==> src/rtl/fifo_rd_streamer.sv <==
// fifo_rd_streamer: pulls words out of a FIFO with one-cycle read latency and
// presents them as a valid/ready stream through a 3-entry output buffer.
// Reads are only issued when the buffer is guaranteed to have room for the
// word, so back-pressure never drops data and rd_en never waits on m_ready.
// Optional feature: define FIFO_RD_STREAMER_CNT_EN to build the 16-bit
// delivered-word counter; otherwise word_cnt is tied to zero.
`timescale 1ns/1ps
module fifo_rd_streamer #(
   parameter int DATA_WIDTH = 8,
   parameter int BUF_DEPTH  = 3   // only 3 is supported
) (
   input  logic                  clk_rd,
   input  logic                  rst_n,
   input  logic                  drain_en,
   input  logic                  flush,
   input  logic                  empty,
   input  logic [DATA_WIDTH-1:0] data_out,
   output logic                  rd_en,
   output logic [DATA_WIDTH-1:0] m_data,
   output logic                  m_valid,
   input  logic                  m_ready,
   output logic [15:0]           word_cnt,
   output logic                  busy
);

   typedef enum logic [1:0] {ST_IDLE, ST_RUN, ST_FLUSH} state_e;

   state_e                  state_q, state_d;
   logic [1:0]              occ_q, occ_d;
   logic                    inflight_q;
   logic [1:0]              head_q, head_d;
   logic [1:0]              tail_q, tail_d;
   logic [DATA_WIDTH-1:0]   buf_q [BUF_DEPTH];
   logic                    push;
   logic                    pop;
   logic                    room;

   // Circular pointer advance over the three buffer slots.
   function automatic logic [1:0] ptr_inc(input logic [1:0] p);
      return (p == 2'(BUF_DEPTH - 1)) ? 2'd0 : p + 2'd1;
   endfunction

   // Output decode: read strobe, stream outputs and busy flag.
   always_comb begin
      // Buffered words plus the one in flight must leave a free slot.
      room    = ({1'b0, occ_q} + {2'b00, inflight_q}) < 3'(BUF_DEPTH);
      // rd_en is gated by rst_n directly so no read can escape during reset.
      rd_en   = rst_n & drain_en & ~empty & ~flush & room & (state_q != ST_FLUSH);
      m_valid = (occ_q != 2'd0);
      m_data  = m_valid ? buf_q[head_q] : '0;
      busy    = (state_q != ST_IDLE);
   end

   // Buffer bookkeeping: push the arriving word, pop on handshake, flush clears.
   always_comb begin
      // NOTE: every signal gets a default first so no path can infer a latch.
      occ_d  = occ_q;
      head_d = head_q;
      tail_d = tail_q;
      push   = inflight_q & ~flush & (state_q != ST_FLUSH);
      pop    = m_valid & m_ready;
      if (flush) begin
         occ_d  = 2'd0;
         head_d = 2'd0;
         tail_d = 2'd0;
      end else begin
         if (pop)  head_d = ptr_inc(head_q);
         if (push) tail_d = ptr_inc(tail_q);
         case ({push, pop})
            2'b10:   occ_d = occ_q + 2'd1;
            2'b01:   occ_d = occ_q - 2'd1;
            default: occ_d = occ_q;
         endcase
      end
   end

   // FSM next state: flush wins from any state, FLUSH lasts exactly one cycle.
   always_comb begin
      state_d = state_q;
      if (flush) begin
         state_d = ST_FLUSH;
      end else begin
         case (state_q)
            ST_IDLE:  if (rd_en) state_d = ST_RUN;
            ST_RUN:   if ((occ_q == 2'd0) && !inflight_q && !rd_en) state_d = ST_IDLE;
            ST_FLUSH: state_d = ST_IDLE;
            default:  state_d = ST_IDLE;
         endcase
      end
   end

   // Control state register.
   always_ff @(posedge clk_rd or negedge rst_n) begin
      // NOTE: sequential state uses non-blocking assignments so every flop
      // samples the pre-edge values regardless of process ordering.
      if (!rst_n) begin
         state_q    <= ST_IDLE;
         occ_q      <= 2'd0;
         inflight_q <= 1'b0;
         head_q     <= 2'd0;
         tail_q     <= 2'd0;
      end else begin
         state_q    <= state_d;
         occ_q      <= occ_d;
         inflight_q <= rd_en;
         head_q     <= head_d;
         tail_q     <= tail_d;
      end
   end

   // Buffer storage: capture the FIFO word into the tail slot.
   always_ff @(posedge clk_rd) begin
      // NOTE: the data array is deliberately not reset; occ_q == 0 marks every
      // slot invalid and m_data is forced to zero while nothing is valid.
      if (push) buf_q[tail_q] <= data_out;
   end

`ifdef FIFO_RD_STREAMER_CNT_EN
   logic [15:0] word_cnt_q, word_cnt_d;

   // Delivered-word count, wraps naturally at 16 bits.
   always_comb begin
      word_cnt_d = pop ? word_cnt_q + 16'd1 : word_cnt_q;
   end

   // Counter register.
   always_ff @(posedge clk_rd or negedge rst_n) begin
      if (!rst_n) word_cnt_q <= 16'd0;
      else        word_cnt_q <= word_cnt_d;
   end

   assign word_cnt = word_cnt_q;
`else
   assign word_cnt = 16'd0;
`endif

endmodule

==> config.mk <==
export PLATFORM = sky130hd
export DESIGN_NAME = fifo_rd_streamer
export DESIGN_NICKNAME = d
export VERILOG_FILES = /design/src/rtl/fifo_rd_streamer.sv
export SDC_FILE = /design/constraint.sdc
export NUM_CORES = 1
export LEC_CHECK = 0
export BUFFER_PORTS_ARGS = -buffer_cell sky130_fd_sc_hd__clkbuf_2
export CAP_MARGIN = 40
export CORE_AREA = 2 2 57 59
export DETAILED_ROUTE_END_ITERATION = 8
export DIE_AREA = 0 0 59 61
export PLACE_DENSITY = 0.92
export SLEW_MARGIN = 15
export SYNTH_ARGS = -nofsm -noshare
export SYNTH_HDL_FRONTEND = slang
export SYNTH_SLANG_ARGS = --single-unit
==> constraint.sdc <==
create_clock -name clk_rd -period 4.4 [get_ports clk_rd]
set_input_delay 0.22 -clock clk_rd [delete_from_list [all_inputs] [get_ports clk_rd]]
set_output_delay 0.22 -clock clk_rd [all_outputs]
set_load 0.05 [all_outputs]
* Yosys cells after proc, flatten, opt, wreduce, memory -nomap -nowiden
Memory sizes are Yosys's and may differ from the RTL's.
Index checks and enable logic that the tools add are counted.
** Storage, ports and cells
- Latch bits :: 0
- Memories kept :: 1
- Bits in read-only memories :: 0
- Memory bits (writable) :: 24
- Input port bits :: 14
- Flip-flop bits (word level) :: 9
- Output and inout port bits :: 27
** Memory list
- buf_q :: words 3, bits a word 8, read ports 1, clocked after memory_dff 0, write ports 1, RTL line 33 : logic [DATA_WIDTH-1:0] buf_q [BUF_DEPTH];
** Cells by class
- Add/sub/neg operators :: 5
- Order comparisons :: 1
- Reductions and logical operators :: 12
- Bitwise gates (word level) :: 10
- Shift operators :: 0
- Multiply operators :: 0
- Div/mod/pow operators :: 0
- Mux-type cells :: 15
- Equal/unequal tests :: 8
** Operators by type and width (number)
- 2-bit two-way mux :: 10
- 1-bit AND :: 8
- 8-bit two-way mux :: 1
- 2-bit case mux with 2 select lines :: 2
- 2-bit nonzero test :: 4
- 2-bit by 1-bit adder with 2-bit output (second input constant) :: 3
- 2-bit == test (second input constant) :: 3
- 3-bit != test (second input constant) :: 2
- 2-bit by 1-bit == test with 1-bit output (second input constant) :: 2
- 2-bit zero test :: 2
- 2-bit by 1-bit adder with 3-bit output :: 1
- 3-bit by 2-bit < comparator with 1-bit output (second input constant) :: 1
- 3-bit nonzero test :: 1
- 1-bit logical AND :: 2
- 1-bit zero test :: 2
- 1-bit two-way mux :: 2
- 2-bit != test (second input constant) :: 1
- 1-bit NOT :: 2
- 2-bit AND reduction :: 1
- 2-bit by 1-bit subtractor with 2-bit output (second input constant) :: 1

* Depth between registers and ports, before layout
Gate-level depths: netlist of the first run.
- Depth after elaboration :: 10
- Depth in mapped cells :: 5

* Worst setup path after synthesis of the first run
Ideal clock, no wire load.
- Path kind :: reg2out
- From :: register occ_q[0]
- To :: output port rd_en
- Arrival time :: 1912 ps
- Setup slack :: 2268 ps
- Buffers on the path :: 0
- Cell stages (with the launch flop) :: 6
- Required time :: 4180 ps
- Cells stage by stage :: dfrtp_1 -> ha_1 -> ha_1 -> a211oi_1 -> nand4b_1 -> nor2_1
** Between the ends
- Longest elaborated chain between the ends :: 4
** Ends and longest elaborated chain
- from (decl) :: RTL line 29 : logic [1:0] occ_q, occ_d;
- from (signal assigned) :: RTL line 98 : occ_q <= 2'd0;
- from (signal assigned) :: RTL line 104 : occ_q <= occ_d;
- 2-bit by 1-bit adder with 3-bit output :: RTL line 46 : room = ({1'b0, occ_q} + {2'b00, inflight_q}) < 3'(BUF_DEPTH);
- 3-bit by 2-bit < comparator with 1-bit output :: RTL line 46
- 1-bit AND (2 in a row) :: RTL line 48 : rd_en = rst_n & drain_en & ~empty & ~flush & room & (state_q != ST_FLUSH);
- to (decl) :: RTL line 18 : output logic rd_en,
No other way between the ends.

* Worst setup path in the final report of the first run
Ends and elaborated chain as after synthesis.

==> results.toml, run 1 <==
[outcome]
run_status = "finished clean"

[floorplanning]
core_area_um2 = 2950
start_util = 0.529
core.rowCount = 20
die_y_um = 61
io_pins = 41
die_w_um = 59
die_area_um2 = 3600

[setup_path]
cpMostUsedCell = "ha_1"
critPathTopFamily = "adder cells"
worstPathArrival_ps = 2090
slowest_delay_ps = 450
ff2ff_setup_slack_ps = 2320
crit_path_end_kind = "output pin"
crit_buf_inv = 1
slowest_stage = "dfrtp_1"
worstPathRequired_ps = 4180
critPathLaunchType = "flip-flop"
critical_path_class = "flip-flop to output pin"
r2r-end = "buf_q[0][6]"
r2r_cells = 4
cp_max_fo = 5
crit_path_cell_trace = "ha_1 > ha_1 > a211oi_1 > nand4b_1 > nor2_1 > clkbuf_2"
timing.rr.start = "state_q[1]"

[finish]
finalNetCount = 162
multiInputGateArea_um2 = 513
regArea_um2 = 946
n_fill_cell = 251
drive_above_1_share = 0.301
n_antenna_cell = 0
syn_to_final_growth_pct = 8.33

[worst_hold_path]
worstHoldPathType = "input pin to flip-flop"
hold_end = "buf_q[2][2]"
min_from = "data_out[2]"
hold-path-cell-count = 1

[clock_network]
cts_tree = "built"
cts_buffers = 5
root_buffer = "clkbuf_4"
cts-hold-fix-buffers = 1
path_clk_slew_ps = 90
clock_path_buffers = 2
cts_setup_buffers = 0
htreeDepth = 2
clk_latency_ps = 330
cts-resized-gates = 0
clock_sinks = 33

[detailed_routing]
first_iter_violations = 30
drc = 0
vias = 938
routedWlPerCell_um = 14.2
ant_nets = 0
wl_um = 2540
first_pass_iters = 4
via_per_inst = 5.24

[pwr]
switching_share = 0.256
comb_power_share = 0.097
sequentialPowerShare = 0.624
switchingPower_uw = 138
vdd_drop_max_uv = 163
clock_power_share = 0.279
p_leak_uw = 0.000682
p_per_area_nw_per_um2 = 319
p_int_uw = 401

[global_routing]
grt_pass1_vias = 904
grt_pass1_wl_um = 4060
grt-ovfl-total = 0
grt_use_total = 0.161
grt_antenna_before_repair = 0
grt_max_degree = 12

[timing]
finalHoldViolCount = 0
finalSetupTns_ps = 0
hold_ws_ps = 82.4
period_share = 0.525
rsz0062_at_grt = "no"
maxSlewViolCount = 0
clock_skew_ps = 2.12
period_needed_ps = 2310
relSlewSlack = 0.549
finalSetupViolCount = 0
worst_slew_pin_slew_ps = 674
fmaxAchievable_mhz = 433

[logic_synthesis]
netlist_instances = 118
synth.distinct_cells = 33
yosys_warnings = 0
syn_area_per_cell_um2 = 13.2
syn-cell-area_um2 = 1560
synth_seq_cells = 33
seq_area_frac_synth = 0.606

[job]
cap_violations = 0

[placement]
globalplace.congestion = 0.882
io_buffers = 24
hpwlAfterDp_um = 1810
## cell usage in the layout (no fill, tap or decap), drive strengths merged
master	n
nor2	11
mux2i	8
or3	1
nor3b	1
or3b	1
clkinv	1
o21ai	4
conb	16
nand2	2
and3b	2
a21oi	6
clkbuf	30
a211oi	2
or4	1
nand4	1
nor3	1
ha	2
or2	1
dlygate4sd3	1
nor2b	3
o22ai	1
buf	1
dfrtp	9
nor4bb	1
inv	3
nand2b	1
mux2	9
nand4b	2
edfxtp	24
## layer usage
layer  routed length, um  share of wire  GRT usage
met1                1030           0.41      0.182
met5                   0              0          0
met4                  55          0.022     0.0877
met3                 149          0.059     0.0469
met2                1300           0.51      0.278
## through the flow
step,power (uW),instances,worst slack (ps),util,instance area [um^2]
2_1_floorplan,395,133,2270,-,1620
3_3_place_gp,394,170,2320,0.553,1630
3_5_place_dp,395,171,2400,0.554,1640
4_1_cts,542,179,2060,0.573,1690
5_1_grt,558,179,1910,0.573,1690
6_report,539,179,2090,0.573,1690
## cell type report
cell class / count / area share
Timing Repair Buffer: 26 / 0.0799
Sequential cell: 33 / 0.559
Tap cell: 33 / 0.0244
Clock inverter: 1 / 0.00222
Multi-Input combinational cell: 77 / 0.303
Clock buffer: 6 / 0.0244
Inverter: 3 / 0.00666
## worst max path at each step
stage	from	endpoint	depth (start not counted)
after floorplan	occ_q[0]	rd_en	5
after global placement	state_q[1]	buf_q[0][7]	3
after detailed placement	state_q[1]	buf_q[0][2]	4
after CTS	occ_q[0]	rd_en	6
after global routing	occ_q[0]	rd_en	6
final	occ_q[0]	rd_en	6
## synthesized netlist by cell type, drive strengths merged
cell / instances / area, um^2
o21ai: 4 / 23.8
nor3: 1 / 5.00
dfrtp: 9 / 225
nand2: 2 / 7.51
or2: 1 / 6.26
nand2b: 1 / 6.26
or3: 1 / 6.26
inv: 3 / 11.3
clkbuf: 2 / 17.5
and3b: 2 / 17.5
nor2b: 3 / 21.3
nor3b: 1 / 7.51
mux2i: 8 / 80.1
edfxtp: 24 / 721
buf: 18 / 130
a211oi: 2 / 15.0
nand4: 1 / 6.26
o22ai: 1 / 6.26
conb: 1 / 3.75
nor2: 11 / 43.8
nor4bb: 1 / 10.0
a21oi: 6 / 30.0
or3b: 1 / 8.76
nand4b: 2 / 17.5
or4: 1 / 7.51
mux2: 9 / 101
ha: 2 / 25.0
## logic make-up after synthesis
| family | after synthesis | share of synthesized area |
|---|---|---|
| adder cells (fa/ha/maj) | 2 | 0.0160 |
| flip-flops | 33 | 0.606 |
| AND/OR/NAND/NOR | 29 | 0.110 |
| other | 1 | 0.00240 |
| buffers and inverters | 23 | 0.102 |
| multiplexers | 17 | 0.116 |
| AO/OA/AOI/OAI | 13 | 0.0481 |
## power by group through the flow
stage	registers, uW	clock network (uW)	logic [uW]
after global placement	343	0	50.6
after floorplan	343	0	52.4
final	336	151	52.4
after global routing	337	166	56.0
after detailed placement	343	0	51.5
after CTS	336	154	52.4
## registers in the layout, indices dropped and copies added, names as in the netlist
signal / flops
tail_q: 2
state_q: 2
occ_q: 2
inflight_q: 1
head_q: 2
buf_q: 24
Power figures use the tool's default switching activity.
==> run 2, diff against run 1 <==
CORE_AREA = 2 2 62 64   (was 2 2 57 59)
DIE_AREA = 0 0 64 66   (was 0 0 59 61)
PLACE_DENSITY = 0.83   (was 0.92)
clock period = 1.9 ns   (was 4.4 ns; I/O delays follow)
==> results.toml, run 2 (same netlist as run 1, synthesis figures left out) <==
[outcome]
run_status = "finished, violations left"
failed_checks = "negative setup slack"

[setup_path]
crit_path_cell_trace = "ha_2 > ha_4 > a211oi_2 > nand4b_1 > nor2_2 > buf_8"
crit_path_end_kind = "output pin"
slowest_stage = "dfrtp_1"
worstPathRequired_ps = 1800
critical_path_class = "flip-flop to output pin"
critPathLaunchType = "flip-flop"
slowest_delay_ps = 410
worstPathArrival_ps = 1840
cp_max_fo = 2

[timing]
maxSlewViolCount = 0
period_needed_ps = 1930
hold_ws_ps = 30.4
finalHoldViolCount = 0
finalSetupTns_ps = -32.6
worst_slew_pin_slew_ps = 535
clock_skew_ps = 8.88
fmaxAchievable_mhz = 517
finalSetupViolCount = 1
post-route-worst-setup-slack_ps = -32.6
relSlewSlack = 0.643
period_share = 1.02
rsz0062_at_grt = "yes"

[detailed_routing]
vias = 1001
first_pass_iters = 4
routedWlPerCell_um = 14.0
first_iter_violations = 20
ant_nets = 0
via_per_inst = 4.81
wl_um = 2920
drc = 0

[placement]
io_buffers = 24
hpwlAfterDp_um = 2000
dp_slack_ps = 103
dpl_cell_area_um2 = 1680
globalplace.congestion = 0.841

[clock_network]
clk_latency_ps = 340
root_buffer = "clkbuf_4"
cts_tree = "built"
htreeDepth = 2
path_clk_slew_ps = 90
clock_sinks = 33
clock_path_buffers = 2
cts_buffers = 5

[floorplanning]
core.rowCount = 22
io_pins = 41
start_util = 0.440
die_y_um = 66
core_area_um2 = 3550
die_area_um2 = 4220
die_w_um = 64

[pwr]
p_leak_uw = 0.000742
p_per_area_nw_per_um2 = 700
clock_power_share = 0.301
switchingPower_uw = 324
comb_power_share = 0.107
sequentialPowerShare = 0.591
p_int_uw = 992
switching_share = 0.247
vdd_drop_max_uv = 483

[finish]
finalNetCount = 175
syn_to_final_growth_pct = 20.4
drive_above_1_share = 0.350
n_antenna_cell = 0
final_area_um2 = 1880
largest_reg_flops = 24
regMostFlops = "buf_q"
finalCoreUtilization = 0.529
layout_commonest_cell = "edfxtp_1"
final_cell_mix = "edfxtp_1, clkbuf_2, conb_1"

[global_routing]
grt_max_degree = 12
grt_antenna_before_repair = 0
grt-ovfl-total = 0
grt_pass1_vias = 1018
grt_pass1_wl_um = 4640
grt_use_total = 0.150

[job]
cap_violations = 0

[worst_hold_path]
worstHoldPathType = "input pin to flip-flop"
==> run 2: final timing paths <==
check,startpoint,endpoint,depth (start not counted),slack (ps)
hold reg to reg,state_q[1],state_q[0],1,510
max in group asynchronous,rst_n,head_q[0],2,1490
setup / recovery,inflight_q,rd_en,6,-30
setup reg to reg,state_q[1],buf_q[1][7],3,150
min in group asynchronous,rst_n,head_q[1],2,190
hold / removal,flush,state_q[1],1,30
==> run 2: metrics by stage <==
stage          std cells  total power (uW)
2_1_floorplan        133               916
6_report             208              1320
3_3_place_gp         188               912
4_1_cts              206              1330
5_1_grt              208              1370
3_5_place_dp         188               916
==> run 2: what timing repair did <==
item                                    CTS  global route
setup buffers                             1             2
endpoints found under the setup margin    3             9
pin swaps                                 3             2
resized for setup                         6             2
endpoints found under the hold margin    33             0
gates cloned                              0             0
hold buffers                              9             0
==> run 2: layer usage <==
layer / vias to the layer above / GRT usage / share of wire / routed length, um
met5: - / 0 / 0 / 0
met4: 0 / 0.0734 / 0.026 / 77
met3: 10 / 0.0460 / 0.054 / 157
met2: 37 / 0.284 / 0.56 / 1620
met1: 478 / 0.147 / 0.36 / 1060
li1: 476 / - / - / -
==> run 2: power by group through the flow <==
stage	registers (uW)	logic [uW]	clock network, uW
3_5_place_dp	794	122	0
2_1_floorplan	794	122	0
3_3_place_gp	794	119	0
4_1_cts	778	139	408
6_report	778	141	396
5_1_grt	779	149	441
==> run 2: cell type report <==
cell class                 count  area, um^2
tap                           48        60.1
clock buffer                   8        58.8
fill                         302        1670
sequential                    33         947
timing repair buffer          39         265
multi-input combinational     77         537
inverter                       3        11.3
==> run 2: worst max-delay path: cells and delay by family, from the launching register on <==
family	cells	cell delay, ps
simple gates	2	360
flops	1	410
compound gates	1	170
buf+inv	1	170
fa+ha+maj	2	400
==> run 3, diff against run 2 <==
--- a/config.mk
+++ b/config.mk
@@ -13,2 +13,3 @@
 export PLACE_DENSITY = 0.83
+export REMOVE_ABC_BUFFERS = 1
 export SLEW_MARGIN = 15
--- a/constraint.sdc
+++ b/constraint.sdc
@@ -3,2 +3,2 @@
 set_output_delay 0.095 -clock clk_rd [all_outputs]
-set_load 0.05 [all_outputs]
+set_load 0.005 [all_outputs]
==> results.toml, run 3 (same netlist as run 1, synthesis figures left out) <==
[timing]
maxSlewViolCount = 0
period_needed_ps = 1850
relSlewSlack = 0.618
worst_slew_pin_slew_ps = 573
clock_skew_ps = 6.41
finalHoldViolCount = 0
rsz0062_at_grt = "yes"
fmaxAchievable_mhz = 542
period_share = 0.972
hold_ws_ps = 38.2
finalSetupViolCount = 0

[worst_hold_path]
worstHoldPathType = "input pin to flip-flop"
hold_end = "state_q[1]"
hold-path-cell-count = 1
min_from = "flush"

[setup_path]
crit_path_end_kind = "output pin"
critPathLaunchType = "flip-flop"
r2r-end = "buf_q[1][5]"
ff2ff_setup_slack_ps = 110
worstPathRequired_ps = 1800
critical_path_class = "flip-flop to output pin"
cp_max_fo = 2
timing.rr.start = "inflight_q"
r2r_cells = 5
worstPathArrival_ps = 1750

[placement]
dpl_cell_area_um2 = 1670
globalplace.congestion = 0.813
hpwlAfterDp_um = 1870
placedCellCount = 187
io_buffers = 24

[finish]
multiInputGateArea_um2 = 551
n_antenna_cell = 0
drive_above_1_share = 0.352
final_cell_mix = "edfxtp_1, clkbuf_2, conb_1"
syn_to_final_growth_pct = 20.9
largest_reg_flops = 24
final_area_um2 = 1890
regMostFlops = "buf_q"
n_fill_cell = 320
regArea_um2 = 947
fin_cells = 210
finalNetCount = 177

[detailed_routing]
routedWlPerCell_um = 13.0
wl_um = 2730
dr_wl_met2_um = 1430
first_pass_iters = 4
highest_layer = "met3"
via_per_inst = 4.71
ant_nets = 0
met3RoutedLength_um = 166
vias = 989
drc = 0
wl_met1_um = 1130
first_iter_violations = 13

[outcome]
run_status = "finished clean"

[pwr]
sequentialPowerShare = 0.648
p_per_area_nw_per_um2 = 637
switchingPower_uw = 245
switching_share = 0.204
vdd_drop_max_uv = 345
clock_power_share = 0.293
p_int_uw = 957
comb_power_share = 0.059
p_leak_uw = 0.000744

[clock_network]
clk_latency_ps = 320
htreeDepth = 2
cts_tree = "built"
cts_buffers = 5
path_clk_slew_ps = 90
root_buffer = "clkbuf_4"
clock_path_buffers = 2
clock_sinks = 33

[global_routing]
grt_max_degree = 12
grt_use_total = 0.148
grt_antenna_before_repair = 0
grt-ovfl-total = 0
grt_pass1_wl_um = 4570
grt_pass1_vias = 1011

[job]
cap_violations = 0

[floorplanning]
die_w_um = 64
core.rowCount = 22
start_util = 0.440
die_area_um2 = 4220
die_y_um = 66
io_pins = 41
core_area_um2 = 3550
run 3: power groups by stage:
stage | Clock, uW | Sequential, uW | Combinational (uW)
floorplan | 0 | 794 | 19.9
global placement | 0 | 794 | 48.0
detailed placement | 0 | 795 | 50.7
CTS | 367 | 778 | 69.8
global route | 403 | 780 | 80.9
finish | 353 | 779 | 70.8
run 3: critical path, stage by stage (launching register included):
cell      delay (ps)
dfrtp_2          440
ha_4             170
ha_4             200
a211oi_2         220
nand4b_1         150
nor2_2           130
clkbuf_2         120
run 3: metrics by stage:
stage	setup TNS, ps	util	setup slack, ps	total power [uW]
3_3_place_gp	0	0.469	255	842
4_1_cts	0	0.525	10.6	1210
6_report	0	0.532	54.1	1200
3_5_place_dp	0	0.469	167	845
2_1_floorplan	0	-	44.9	814
5_1_grt	-84.7	0.532	-84.7	1260
run 3: area by class of cell:
cell class | count | area share
Clock buffer | 8 | 0.0258
Inverter | 3 | 0.00596
Multi-Input combinational cell | 77 | 0.292
Sequential cell | 33 | 0.502
Tap cell | 48 | 0.0318
Timing Repair Buffer | 41 | 0.143
run 3: worst max path at each step:
stage / end / cells after the start / from / slack, ps
after floorplan: buf_q[0][0] / 3 / state_q[1] / 40
after detailed placement: rd_en / 6 / inflight_q / 170
after CTS: rd_en / 6 / inflight_q / 10
after global routing: rd_en / 6 / inflight_q / -80
final: rd_en / 6 / inflight_q / 50
after global placement: rd_en / 6 / inflight_q / 260
run 3: timing repair:
item,in CTS,in global routing
pin swaps,4,6
setup endpoints to repair,1,2
hold endpoints to repair,33,0
resized for setup,4,3
hold buffers,9,0
setup buffers,5,2
run 3: metal layers:
| metal | vias to the layer above | track usage |
|---|---|---|
| met5 | - | 0 |
| met4 | 0 | 0.0462 |
| met3 | 0 | 0.0528 |
| met2 | 39 | 0.263 |
| met1 | 472 | 0.166 |
| li1 | 478 | - |
